[src/rtl/rst_seq.sv]
// Reset sequencer: staggers release of NumOut domain resets after the synchronized
// reset, and runs software warm resets with per-domain quiesce handshakes.
module rst_seq #(
    parameter int NumOut        = 4,
    parameter int DelayCycles   = 16,
    parameter int HoldCycles    = 8,
    parameter int TimeoutCycles = 64
) (
    input  logic              clk_i,
    input  logic              rst_n,
    input  logic              test_mode_i,
    input  logic              sw_rst_req_i,
    input  logic [NumOut-1:0] quiesce_ack_i,
    output logic [NumOut-1:0] quiesce_req_o,
    output logic [NumOut-1:0] rst_no,
    output logic              done_o,
    output logic              busy_o,
    output logic              timeout_o
);

    localparam int MaxA   = (DelayCycles > HoldCycles) ? DelayCycles : HoldCycles;
    localparam int MaxCyc = (MaxA > TimeoutCycles) ? MaxA : TimeoutCycles;
    localparam int CW     = $clog2(MaxCyc + 1);
    localparam int IW     = (NumOut > 1) ? $clog2(NumOut) : 1;

    localparam logic [CW-1:0] DLY_LAST  = CW'(DelayCycles - 1);
    localparam logic [CW-1:0] HOLD_LAST = CW'(HoldCycles - 1);
    localparam logic [CW-1:0] TO_LAST   = CW'(TimeoutCycles - 1);
    localparam logic [IW-1:0] IDX_LAST  = IW'(NumOut - 1);

    localparam logic [1:0] S_RELEASE = 2'd0;
    localparam logic [1:0] S_RUN     = 2'd1;
    localparam logic [1:0] S_QUIESCE = 2'd2;
    localparam logic [1:0] S_HOLD    = 2'd3;

    logic [1:0]        state;
    logic [IW-1:0]     idx;
    logic [IW-1:0]     idx_m1;
    logic [CW-1:0]     cnt;
    logic [NumOut-1:0] rst_q;
    logic [NumOut-1:0] qreq_q;
    logic              done_q;
    logic              busy_q;
    logic              to_q;
    logic              ack_cur;

    assign idx_m1  = idx - IW'(1);
    assign ack_cur = quiesce_ack_i[idx];

    always_ff @(posedge clk_i or negedge rst_n) begin
        if (!rst_n) begin
            state  <= S_RELEASE;
            idx    <= '0;
            cnt    <= '0;
            rst_q  <= '0;
            qreq_q <= '0;
            done_q <= 1'b0;
            busy_q <= 1'b1;
            to_q   <= 1'b0;
        end else begin
            case (state)
                S_RELEASE: begin
                    if (cnt == DLY_LAST) begin
                        cnt        <= '0;
                        rst_q[idx] <= 1'b1;
                        if (idx == IDX_LAST) begin
                            state  <= S_RUN;
                            idx    <= '0;
                            done_q <= 1'b1;
                            busy_q <= 1'b0;
                        end else begin
                            idx <= idx + IW'(1);
                        end
                    end else begin
                        cnt <= cnt + CW'(1);
                    end
                end
                S_RUN: begin
                    if (sw_rst_req_i) begin
                        state            <= S_QUIESCE;
                        idx              <= IDX_LAST;
                        cnt              <= '0;
                        done_q           <= 1'b0;
                        busy_q           <= 1'b1;
                        qreq_q[IDX_LAST] <= 1'b1;
                        to_q             <= 1'b0;
                    end
                end
                S_QUIESCE: begin
                    // A timeout is treated as an ack; a real ack on that edge wins.
                    if (ack_cur || cnt == TO_LAST) begin
                        if (!ack_cur) to_q <= 1'b1;
                        rst_q[idx]  <= 1'b0;
                        qreq_q[idx] <= 1'b0;
                        cnt         <= '0;
                        if (idx != '0) begin
                            qreq_q[idx_m1] <= 1'b1;
                            idx            <= idx_m1;
                        end else begin
                            state <= S_HOLD;
                        end
                    end else begin
                        cnt <= cnt + CW'(1);
                    end
                end
                S_HOLD: begin
                    rst_q <= '0;
                    if (cnt == HOLD_LAST) begin
                        state <= S_RELEASE;
                        cnt   <= '0;
                        idx   <= '0;
                    end else begin
                        cnt <= cnt + CW'(1);
                    end
                end
                default: state <= S_RELEASE;
            endcase
        end
    end

    // Test mode hands every domain reset straight to the input reset for scan.
    assign rst_no        = test_mode_i ? {NumOut{rst_n}} : rst_q;
    assign quiesce_req_o = test_mode_i ? '0 : qreq_q;
    assign done_o        = test_mode_i ? 1'b1 : done_q;
    assign busy_o        = test_mode_i ? 1'b0 : busy_q;
    assign timeout_o     = to_q;

endmodule

[config.mk]
export PLATFORM = sky130hd
export DESIGN_NAME = rst_seq
export DESIGN_NICKNAME = d
export VERILOG_FILES = /design/src/rtl/rst_seq.sv
export SDC_FILE = /design/constraint.sdc
export NUM_CORES = 1
export LEC_CHECK = 0
export BUFFER_PORTS_ARGS = -buffer_cell sky130_fd_sc_hd__buf_2
export CORE_MARGIN = 1
export CORE_UTILIZATION = 40
export CTS_BUF_LIST = sky130_fd_sc_hd__clkbuf_8 sky130_fd_sc_hd__clkbuf_16
export CTS_CLUSTER_SIZE = 28
export DETAILED_ROUTE_END_ITERATION = 6
export PLACE_DENSITY_LB_ADDON = 0.05
export RECOVER_POWER = 50
export SLEW_MARGIN = 5
export SYNTH_ARGS = -nofsm -noshare
export SYNTH_HDL_FRONTEND = slang
export SYNTH_SLANG_ARGS = --single-unit
[constraint.sdc]
create_clock -name clk_i -period 2.8 [get_ports clk_i]
set_input_delay 0.14 -clock clk_i [delete_from_list [all_inputs] [get_ports clk_i]]
set_output_delay 0.14 -clock clk_i [all_outputs]
set_load 0.05 [all_outputs]
* Word level (Yosys, flattened, before mapping)
Cells that the tools add are included.
** Cells by class
- Add/subtract/negate cells :: 3
- $mul :: 0
- Div/mod/pow operators :: 0
- $lt $le $gt $ge :: 4
- Equality and inequality tests :: 15
- Shift operators :: 0
- Multiplexer cells :: 45
- Bitwise operators :: 5
- Reduce and logical (&&, ||, !) cells :: 15
** Operators with widths (count)
- $mux W7 :: 4
- $pmux W7 S4 :: 1
- $mux W4 :: 6
- $mux W2 :: 11
- $ne A2 B2 Y1 const B :: 8
- $pmux W2 S4 :: 2
- $mux W1 :: 13
- $pmux W4 S3 :: 1
- $and A4 B4 Y4 :: 2
- $or A4 B4 Y4 :: 2
- $pmux W1 S2 :: 4
- $reduce_and A4 Y1 :: 2
- $add A7 B1 Y7 const B :: 1
- $eq A7 B3 Y1 const B :: 1
- $eq A7 B4 Y1 const B :: 1
- $eq A7 B6 Y1 const B :: 1
- $eq A2 B2 Y1 const B :: 3
- $lt A2 B3 Y1 const B :: 2
- $reduce_and A3 Y1 :: 2
- $reduce_and A6 Y1 :: 1
- $reduce_bool A2 Y1 :: 3
- $reduce_and A5 Y1 :: 1
- $demux W1 S2 :: 2
- $ge A2 B1 Y1 const B :: 2
- other kinds (10) :: 11
** Word-level totals
- Register bits after elaboration :: 22
- Latch bits :: 0
- Bits in writable memories :: 0
- ROM bits :: 0
- Input port bits :: 8
- Output and inout bits :: 11
- Logic and storage cells :: 96
- Memories :: 0

* Longest topological paths before layout
Gate-level depths: netlist of the first run.
- Word-level depth :: 10
- Mapped depth :: 7
- Mapped depth without buffers :: 7

* Least setup slack after synthesis of the first run
No wires, ideal clock.
- Path type :: register -> register
- Start :: register cnt[4]
- End :: register state[1]
- Setup time :: 0.125 ns
- Data arrival time :: 1.990 ns
- Required time :: 2.675 ns
- Setup slack :: 0.685 ns
- Cell stages (with the launch flop) :: 6
- Clock period less this slack :: 2.115 ns
- Cell sequence :: dfrtp_1 or3_1 o31a_1 or3_4 nor3_1 mux2_2
** On the way
- Cells in the longest elaborated chain, start to end :: 4
** Ends and longest elaborated chain
- from (decl) :: RTL line 39 : logic [CW-1:0] cnt;
- from (signal assigned) :: RTL line 75 : cnt <= cnt + CW'(1);
- from (signal assigned) :: RTL line 103 : cnt <= cnt + CW'(1);
- from (signal assigned) :: RTL line 113 : cnt <= cnt + CW'(1);
- $eq A7 B6 Y1 :: RTL line 91 : if (ack_cur || cnt == TO_LAST) begin
- $logic_or A1 B1 Y1 :: RTL line 91
- $ne A2 B2 Y1 (no line)
- $reduce_and A6 Y1 (no line) *
- to (signal assigned) :: RTL line 100 : state <= S_HOLD;
- to (signal assigned) :: RTL line 109 : state <= S_RELEASE;
- to (signal assigned) :: RTL line 116 : default: state <= S_RELEASE;
- to (decl) :: RTL line 36 : logic [1:0] state;
Every way passes the cells marked *; elsewhere a longest branch is shown, timed or not.
A chain may end at the register's enable or synchronous reset.

* Final worst setup path of the first run
- Start :: register state[0]
- End :: register state[1]
** On the way
- Cells in the longest elaborated chain, start to end :: 3
** Ends and longest elaborated chain
- from (signal assigned) :: RTL line 52 : state <= S_RELEASE;
- from (signal assigned) :: RTL line 67 : state <= S_RUN;
- from (signal assigned) :: RTL line 80 : state <= S_QUIESCE;
- $eq A2 B2 Y1 (tied with other cells) :: RTL line 61 : case (state)
- $ne A2 B2 Y1 (no line)
- $reduce_and A6 Y1 (no line)
Several ways; a longest one is shown, not always the timed one.

==> impl_metrics.tcl, run 1 <==
set metrics [dict create \
    status "finished clean" \
    first_pass_iters 4 \
    synthFlopType "dfrtp_1" \
    dp_hpwl_um 2218 \
    core_um2 3363 \
    seqPwrFrac_pct 31.0 \
    hold_viol_final 0 \
    gp_congestion 0.8564 \
    cts_max_level 1 \
    antenna_found_initial 0 \
    rsz0062_at_grt "no" \
    finClkSkew_ns 0.006890 \
    required_ns 2.95 \
    grt_max_degree 24 \
    overflow 0 \
    hold_path_class "input port to register" \
    cts-resized-gates 0 \
    ctsHoldBuffers 1 \
    ys_seq_area_share_pct 38.72 \
    portBuffers 18 \
    ys_ff_latch 22 \
    worst_slew_pin_slew_ns 0.8982 \
    syn_avg_cell_area_um2 8.963 \
    clk_path_buf_depth 2 \
    rows 21 \
    end_kind "register" \
    crit_arrival_ns 2.47 \
    fp.dieArea_um2 3806 \
    crit_fanout 11 \
    critical_path_class "register to register" \
    cts_sinks 22 \
    fin_crit_sh_pct 82.69 \
    critPathSlowestCell "dfrtp_1" \
    finalSetupViolCount 0 \
    yosysWarnings 0 \
    start_util_pct 42.37 \
    grt_usage_pct 17.12 \
    swShare_pct 46.97 \
    crit_top_cell "inv_1" \
    syn_to_final_growth_pct 12.55 \
    clk_pin_slew_worst_paths_ns 0.08 \
    slowest_delay_ns 0.42 \
    ys_async_sr_fraction_pct 100.0 \
    power_leakage_nw 0.7533 \
    timing.fmax_mhz 431.9 \
    worstPathCellList "inv_1 > ha_1 > inv_1 > a211oi_2 > or3_4 > nor3_1 > mux2_2" \
    synth_top_area_share_pct 36.87 \
    placed_area_um2 1555 \
    drive_gt1_share_pct 16.29 \
    antenna_cells 0 \
    syn_inst 159 \
    fill_cells 341 \
    design_area_um2 1604 \
    cts_buffers 3 \
    p_int_mw 0.9319 \
    clock_latency_ns 0.26 \
    synth_edf_count 0 \
    fin_setup_tns_ns 0 \
    p_clk_share_pct 11.6 \
    io_pins 19 \
    grt_pass1_vias 1077 \
    syn-num-nets 178 \
    dr_total_vias 1191 \
    root_buffer "clkbuf_8" \
    switchingPower_mw 0.8252 \
    final_nets 198 \
    viasPerCell 5.317 \
    postCtsSetupBuffers 0 \
    die_h_um 61.69 \
    routedWlPerCell_um 13.37 \
    synth_area_leaders "dfrtp_1 (37%), ha_1 (9.7%), nand2_1 (6.1%)" \
    drcViolationCount 0 \
    wl_um 2994 \
    comb_power_share_pct 57.4 \
    syn_area_um2 1425 \
    report.final.slew_viol_count 0 \
    power.density_nw_per_um2 1095 \
    synth.distinct_cells 40 \
    peakVddDrop_v 0.0004404 \
    die_w_um 61.69 \
    maxCapViolations 0 \
    min_period_ns 2.315 \
    drt_iter0_drc 39 \
    antenna_left 0 \
    synth.largest_area_cell "dfrtp_1" \
    tritoncts "yes" \
    grt_pass1_wl_um 4823 \
    cp-start-kind "register" \
    slew_headroom_pct 39.76 \
]
[cell families (layout without fill, tap and decap cells)]
family	count (synthesis)	in the layout	synth area share, %
compound gates	43	43	19.67
flops	22	22	38.72
buf+inv	14	33	3.863
fa+ha+maj	11	11	9.657
simple gates	61	61	21.16
mux	8	8	6.936
[routing by layer]
metal | vias to the layer above | GRT usage (%) | wire length (um)
met5 | - | 0 | 0
met3 | 5 | 2.899 | 130
met4 | 0 | 5.714 | 35
met1 | 562 | 24.38 | 1537
li1 | 596 | - | -
met2 | 28 | 26.42 | 1290
[placed cells by master, fill, tap and decap left out, drive strengths merged, types with 8 or more instances in the layout]
master,n
nand2,23
dfrtp,21
o21ai,14
buf,13
inv,11
a21oi,11
ha,11
nor2,9
nor2b,8
clkbuf,8
[registers in the layout, summed over array words and instances, names as in the netlist, named ones only]
signal	cells
cnt	7
rst_q	4
idx	2
qreq_q	2
state	2
busy_q	1
done_q	1
timeout_o	1
[path summary, 6_finish.rpt]
path / slack (ns) / to / cells past startpoint / startpoint
worst min register to register: 0.50 / qreq_q[1]$_DFFE_PN0P_ / 1 / qreq_q[1]$_DFFE_PN0P_
worst max register to register: 0.48 / state[1]$_DFFE_PN0P_ / 7 / state[0]$_DFFE_PN0P_
max in group asynchronous: 2.06 / busy_q$_DFFE_PN1P_ / 2 / rst_n
min in group asynchronous: 0.38 / timeout_o$_DFFE_PN0P_ / 2 / rst_n
worst max-delay path: 0.48 / state[1]$_DFFE_PN0P_ / 7 / state[0]$_DFFE_PN0P_
worst min-delay path: 0.19 / busy_q$_DFFE_PN1P_ / 3 / sw_rst_req_i
[critical path: cells and delay by family, from the launching register on]
family | cells | cell delay (ns)
AO/OA/AOI/OAI | 1 | 0.10
adder cells (fa/ha/maj) | 1 | 0.34
buffers and inverters | 2 | 0.28
flip-flops | 1 | 0.42
multiplexers | 1 | 0.37
AND/OR/NAND/NOR | 2 | 0.70
[cells in the mapped netlist, types with 2 or more instances]
cell,number
mux2_2,5
a22o_1,2
buf_2,2
nand3_1,5
nand2_1,23
inv_1,10
a21oi_1,11
or3_1,2
mux2i_1,2
o21a_1,2
nor2_1,9
dfrtp_1,21
o2bb2ai_1,2
a21o_1,2
and3_1,2
ha_1,11
o21ai_0,14
nor3_1,5
nor2b_1,8
[area by class of cell]
cell class | count | area, um^2 | area share (%)
clock inverters | 1 | 3.754 | 0.2340
clock buffers | 3 | 41.29 | 2.574
flip-flops and latches | 22 | 551.8 | 34.40
well taps | 46 | 57.56 | 3.588
repair buffers | 19 | 93.84 | 5.850
inverters | 10 | 37.54 | 2.340
multi-input cells | 123 | 818.3 | 51.01
[power groups by stage]
| stage | Combinational, mW | Clock (mW) | Sequential, mW |
|---|---|---|---|
| finish | 1.01 | 0.203 | 0.546 |
| CTS | 1.01 | 0.209 | 0.545 |
| global route | 1.13 | 0.221 | 0.567 |
| global placement | 1.00 | 0 | 0.547 |
| detailed placement | 1.01 | 0 | 0.551 |
| floorplan | 0.831 | 0 | 0.513 |
[per-stage QoR]
step	total power, mW	utilization (%)	hold WS (ns)	std cells	setup slack (ns)
after global placement	1.550	46.24	0.1377	219	0.5942
after detailed placement	1.558	46.24	0.1473	219	0.4922
after CTS	1.768	47.88	0.1826	224	0.4753
after floorplan	1.344	-	-0.1556	159	0.6852
after global routing	1.916	47.69	0.2404	224	0.3226
final	1.757	47.69	0.1859	224	0.4848
Power figures use the tool's default switching activity.
==> inputs of run 2 (changes only) <==
Clock period 2.8 ns to 1.88 ns, I/O delays scaled along.
==> run 2 against run 1 <==
Effect of this change: the flow now finishes with violations (setup timing); global-route usage grew 2.7 points; cell count grew 16%; die area is the same; flip-flop and latch count is the same; core utilization grew 12 points; clock-buffer cell count is the same; sequential share of layout area shrank 7.0 points; clock power grew 51%; sequential power grew 43%; clock skew shrank 0.0032 ns; first-iteration DRC count shrank 2.6%; hold slack lost 0.039 ns; critical path type unchanged.
==> impl_metrics.tcl, run 2 (same netlist as run 1, synthesis figures left out) <==
set metrics [dict create \
    drcViolationCount 0 \
    peakVddDrop_v 0.0007253 \
    fin_crit_sh_pct 111.8 \
    worstPathCellList "or3_4 > o31a_1 > or3_4 > or4_1 > o21a_1" \
    largest_reg_flops 7 \
    viasPerCell 5.158 \
    syn_to_final_growth_pct 41.18 \
    final_cell_mix "buf_4 (30), nand2_1 (21), dfrtp_1 (21), buf_2 (17)" \
    final_nets 233 \
    worst_slack_ns -0.2224 \
    cp-start-kind "register" \
    largestRegisters "cnt x7, rst_q x4" \
    grt_pass1_wl_um 5464 \
    routedWlPerCell_um 13.32 \
    p_total_mw 3.416 \
    layout_commonest_cell "buf_4" \
    regArea_um2 551.8 \
    end_kind "register" \
    clk_path_buf_depth 2 \
    rows 21 \
    power_leakage_nw 0.9903 \
    timing.hold.ws_ns 0.1468 \
    finalSetupViolCount 11 \
    crit_fanout 3 \
    crit_top_cell "or3_4" \
    dp_hpwl_um 2626 \
    required_ns 2.04 \
    fin_util_pct 59.82 \
    die_w_um 61.69 \
    rsz0062_at_grt "yes" \
    fill_cells 337 \
    core_um2 3363 \
    grt_max_degree 23 \
    clk_pin_slew_worst_paths_ns 0.08 \
    timing.fmax_mhz 475.6 \
    hold_viol_final 0 \
    io_pins 19 \
    cts_sinks 22 \
    multi_input_area_um2 947.2 \
    worst_slew_pin_slew_ns 1.197 \
    drive_gt1_share_pct 38.03 \
    crit_arrival_ns 2.26 \
    die_h_um 61.69 \
    gp_congestion 0.8233 \
    maxCapViolations 0 \
    overflow 0 \
    crit_buf_inv 0 \
    antenna_cells 0 \
    placed_area_um2 1815 \
    root_buffer "clkbuf_8" \
    hold_path_class "input port to register" \
    dp_slack_ns -0.2957 \
    slew_headroom_pct 20.20 \
    drt_iter0_drc 38 \
    portBuffers 18 \
    fp.dieArea_um2 3806 \
    report.final.slew_viol_count 0 \
    critical_path_class "register to register" \
    violations "setup timing" \
    regMostFlops "cnt" \
    tritoncts "yes" \
    first_pass_iters 4 \
    cts_buffers 3 \
    dr_total_vias 1336 \
    cts_max_level 1 \
    grt_usage_pct 19.86 \
    clock_latency_ns 0.27 \
    antenna_found_initial 0 \
    antenna_left 0 \
    start_util_pct 42.37 \
    power.density_nw_per_um2 1698 \
    min_period_ns 2.102 \
    design_area_um2 2012 \
    grt_pass1_vias 1275 \
    critPathSlowestCell "or4_1" \
    finClkSkew_ns 0.003729 \
    status "finished, violations left" \
    wl_um 3449 \
    crit_family "simple AND/OR/NAND/NOR gates" \
    slowest_delay_ns 0.47 \
]
==> run 2: cell types whose count changed in the layout (fill, tap and decap cells not counted), moves of 2 or more <==
cell	change
mux2_2	-5
mux2_4	+5
buf_6	+4
buf_4	+30
buf_2	+4
a211oi_4	+2
o21ai_1	+2
a21oi_2	+4
a21oi_1	-4
clkbuf_1	-3
nand2_1	-2
o21ai_0	-3
==> run 2: path summary, 6_finish.rpt <==
path,slack [ns],endpoint,cells past startpoint,from
min in group asynchronous,0.72,qreq_q[1]$_DFFE_PN0P_,3,rst_n
hold / removal,0.15,busy_q$_DFFE_PN1P_,3,sw_rst_req_i
setup reg to reg,-0.22,state[0]$_DFFE_PN0P_,5,cnt[6]$_DFFE_PN0N_
max in group asynchronous,0.45,cnt[3]$_DFFE_PN0N_,3,rst_n
setup / recovery,-0.22,state[0]$_DFFE_PN0P_,5,cnt[6]$_DFFE_PN0N_
hold reg to reg,0.50,qreq_q[1]$_DFFE_PN0P_,1,qreq_q[1]$_DFFE_PN0P_
==> run 2: power by group <==
| part | internal (mW) | leakage, nW | total (mW) | switching [mW] |
|---|---|---|---|---|
| clock network | 0.146 | 0.0269 | 0.306 | 0.160 |
| registers | 0.661 | 0.272 | 0.779 | 0.117 |
| logic | 1.12 | 0.692 | 2.33 | 1.22 |
| total | 1.92 | 0.990 | 3.42 | 1.49 |
==> run 2: per-layer routing <==
layer	global-route usage, %	wire length [um]	share of wire (%)
met4	8.571	53	1.5
met5	0	0	0
met3	1.863	62	1.8
met1	23.83	1520	44
met2	36.10	1813	53
==> run 2: final cells by class <==
type / count / share of cell area (%)
tap: 46 / 2.861
clock inverter: 1 / 0.1866
sequential: 22 / 27.43
timing repair buffer: 54 / 18.53
clock buffer: 3 / 2.052
inverter: 10 / 1.866
multi-input combinational: 123 / 47.08
==> run 2: repair_timing <==
| item | 4_1_cts | 5_1_grt |
|---|---|---|
| setup buffers | 2 | 3 |
| pin swaps | 4 | 7 |
| hold endpoints to repair | 21 | 0 |
| hold buffers | 1 | 0 |
| resized for setup | 11 | 18 |
| setup endpoints to repair | 12 | 15 |
==> run 2: worst reg2reg max path: stages, from the launching register on <==
cell	delay [ns]
dfrtp_1	0.39
or3_4	0.39
o31a_1	0.26
or3_4	0.37
or4_1	0.47
o21a_1	0.11
==> run 2: per-stage QoR <==
step / setup TNS, ns / cells
after global routing: -2.383 / 259
after global placement: -1.509 / 250
after floorplan: -0.5836 / 159
final: -1.109 / 259
after detailed placement: -2.198 / 250
after CTS: -0.7772 / 257
==> inputs of run 3 (changes only) <==
Settings changed: REMOVE_ABC_BUFFERS from default to 1.
==> run 3 against run 2 <==
Effect of this change: the flow still finishes with violations (setup timing); flip-flop and latch count stayed put; sequential power is 0.5% lower; via count is 1.0% higher; global-route usage is 1.4 points higher; die area stayed put; clock-buffer cell count is 1 higher; hold slack worse by 0.0063 ns; non-clock buffer count is 1 lower; register-to-register slack worse by 0.04 ns; power is 0.46% higher; core utilization is 0.19 points lower; critical path depth stayed put; largest cell class unchanged; highest routed layer unchanged.
==> impl_metrics.tcl, run 3 (same netlist as run 1, synthesis figures left out) <==
set metrics [dict create \
    power.density_nw_per_um2 1711 \
    grt_pass1_vias 1212 \
    placed_area_um2 1788 \
    grt_usage_pct 21.24 \
    slew_headroom_pct 22.42 \
    critical_path_class "register to register" \
    design_area_um2 2006 \
    required_ns 2.04 \
    wl_um 3619 \
    hold_depth 3 \
    finalSetupViolCount 13 \
    dp_hpwl_um 2701 \
    grt_pass1_wl_um 5789 \
    die_w_um 61.69 \
    largest_reg_flops 7 \
    dr_total_vias 1350 \
    fin_crit_sh_pct 113.8 \
    viasPerCell 5.233 \
    drive_gt1_share_pct 39.15 \
    timing.fmax_mhz 467.3 \
    antenna_left 0 \
    min_period_ns 2.140 \
    largestRegisters "cnt x7, rst_q x4" \
    io_pins 19 \
    gp_congestion 0.8667 \
    root_buffer "clkbuf_8" \
    worst_slew_pin_slew_ns 1.164 \
    rr_worst_depth 5 \
    overflow 0 \
    hold_viol_final 0 \
    rsz0062_at_grt "yes" \
    grt_max_degree 23 \
    die_h_um 61.69 \
    cts_buffers 3 \
    cts_sinks 22 \
    core_um2 3363 \
    crit_fanout 3 \
    first_pass_iters 4 \
    cp-start-kind "register" \
    antenna_found_initial 0 \
    end_kind "register" \
    finClkSkew_ns 0.005714 \
    crit_arrival_ns 2.30 \
    hold_path_class "input port to register" \
    clock_latency_ns 0.27 \
    final_cell_mix "buf_4 (30), nand2_1 (22), dfrtp_1 (21), buf_2 (17)" \
    power_leakage_nw 0.9645 \
    antenna_cells 0 \
    maxCapViolations 0 \
    final_nets 232 \
    drcViolationCount 0 \
    portBuffers 18 \
    regMostFlops "cnt" \
    syn_to_final_growth_pct 40.74 \
    routedWlPerCell_um 14.03 \
    rows 21 \
    cts_max_level 1 \
    worst_slack_ns -0.2601 \
    clk_path_buf_depth 2 \
    peakVddDrop_v 0.0008672 \
    tritoncts "yes" \
    start_util_pct 42.37 \
    status "finished, violations left" \
    fp.dieArea_um2 3806 \
    clk_pin_slew_worst_paths_ns 0.08 \
    report.final.slew_viol_count 0 \
    layout_commonest_cell "buf_4" \
    drt_iter0_drc 46 \
    timing.hold.ws_ns 0.1405 \
    violations "setup timing" \
]
run 3: path summary, 6_finish.rpt:
| kind | to | slack (ns) | start |
|---|---|---|---|
| worst max-delay path | state[0]$_DFFE_PN0P_ | -0.26 | cnt[4]$_DFFE_PN0N_ |
| worst min-delay path | busy_q$_DFFE_PN1P_ | 0.14 | sw_rst_req_i |
| worst max register to register | state[0]$_DFFE_PN0P_ | -0.26 | cnt[4]$_DFFE_PN0N_ |
| worst min register to register | qreq_q[1]$_DFFE_PN0P_ | 0.49 | qreq_q[1]$_DFFE_PN0P_ |
| max in group asynchronous | idx[0]$_DFFE_PN0P_ | 0.46 | rst_n |
| min in group asynchronous | cnt[4]$_DFFE_PN0N_ | 0.73 | rst_n |
run 3: layout make-up:
class	count	area, um^2
Sequential cell	22	551.8
Timing Repair Buffer	53	361.6
Fill cell	316	1358
Multi-Input combinational cell	123	942.2
Clock buffer	4	55.05
Tap cell	46	57.56
Inverter	10	37.54
run 3: power by group:
group	switching [mW]	internal, mW	leakage (nW)
combinational	1.24	1.07	0.664
clock	0.163	0.187	0.0288
sequential	0.114	0.661	0.272
total	1.51	1.92	0.965
run 3: worst max-delay path: stages (launching register included):
cell	delay, ns
dfrtp_1	0.39
or3_4	0.40
o31a_1	0.26
or3_4	0.38
or4_4	0.49
o21a_1	0.12
run 3: per-layer routing:
metal | vias up | track usage (%) | routed length, um
met2 | 21 | 33.79 | 1767
met4 | 0 | 7.619 | 55
met1 | 660 | 29.84 | 1717
li1 | 664 | - | -
met3 | 5 | 2.484 | 80
met5 | - | 0 | 0
run 3: per-stage QoR:
| step | cells | util (%) | setup slack, ns | total power [mW] | TNS, ns |
|---|---|---|---|---|---|
| after floorplan | 155 | - | -0.2348 | 1.986 | -0.7892 |
| after global placement | 250 | 53.16 | -0.2469 | 2.629 | -1.888 |
| after detailed placement | 250 | 53.16 | -0.3110 | 2.680 | -2.890 |
| after CTS | 255 | 57.40 | -0.2523 | 3.281 | -1.410 |
| after global routing | 258 | 59.64 | -0.2911 | 3.708 | -2.437 |
| final | 258 | 59.64 | -0.2601 | 3.432 | -1.427 |
run 3: what timing repair did:
item                                    CTS  global route
pin swaps                                 1            12
endpoints found under the setup margin   13            16
buffers inserted                          1             4
hold buffers                              1             0
resized for setup                        14            20
hold endpoints to repair                 21             0
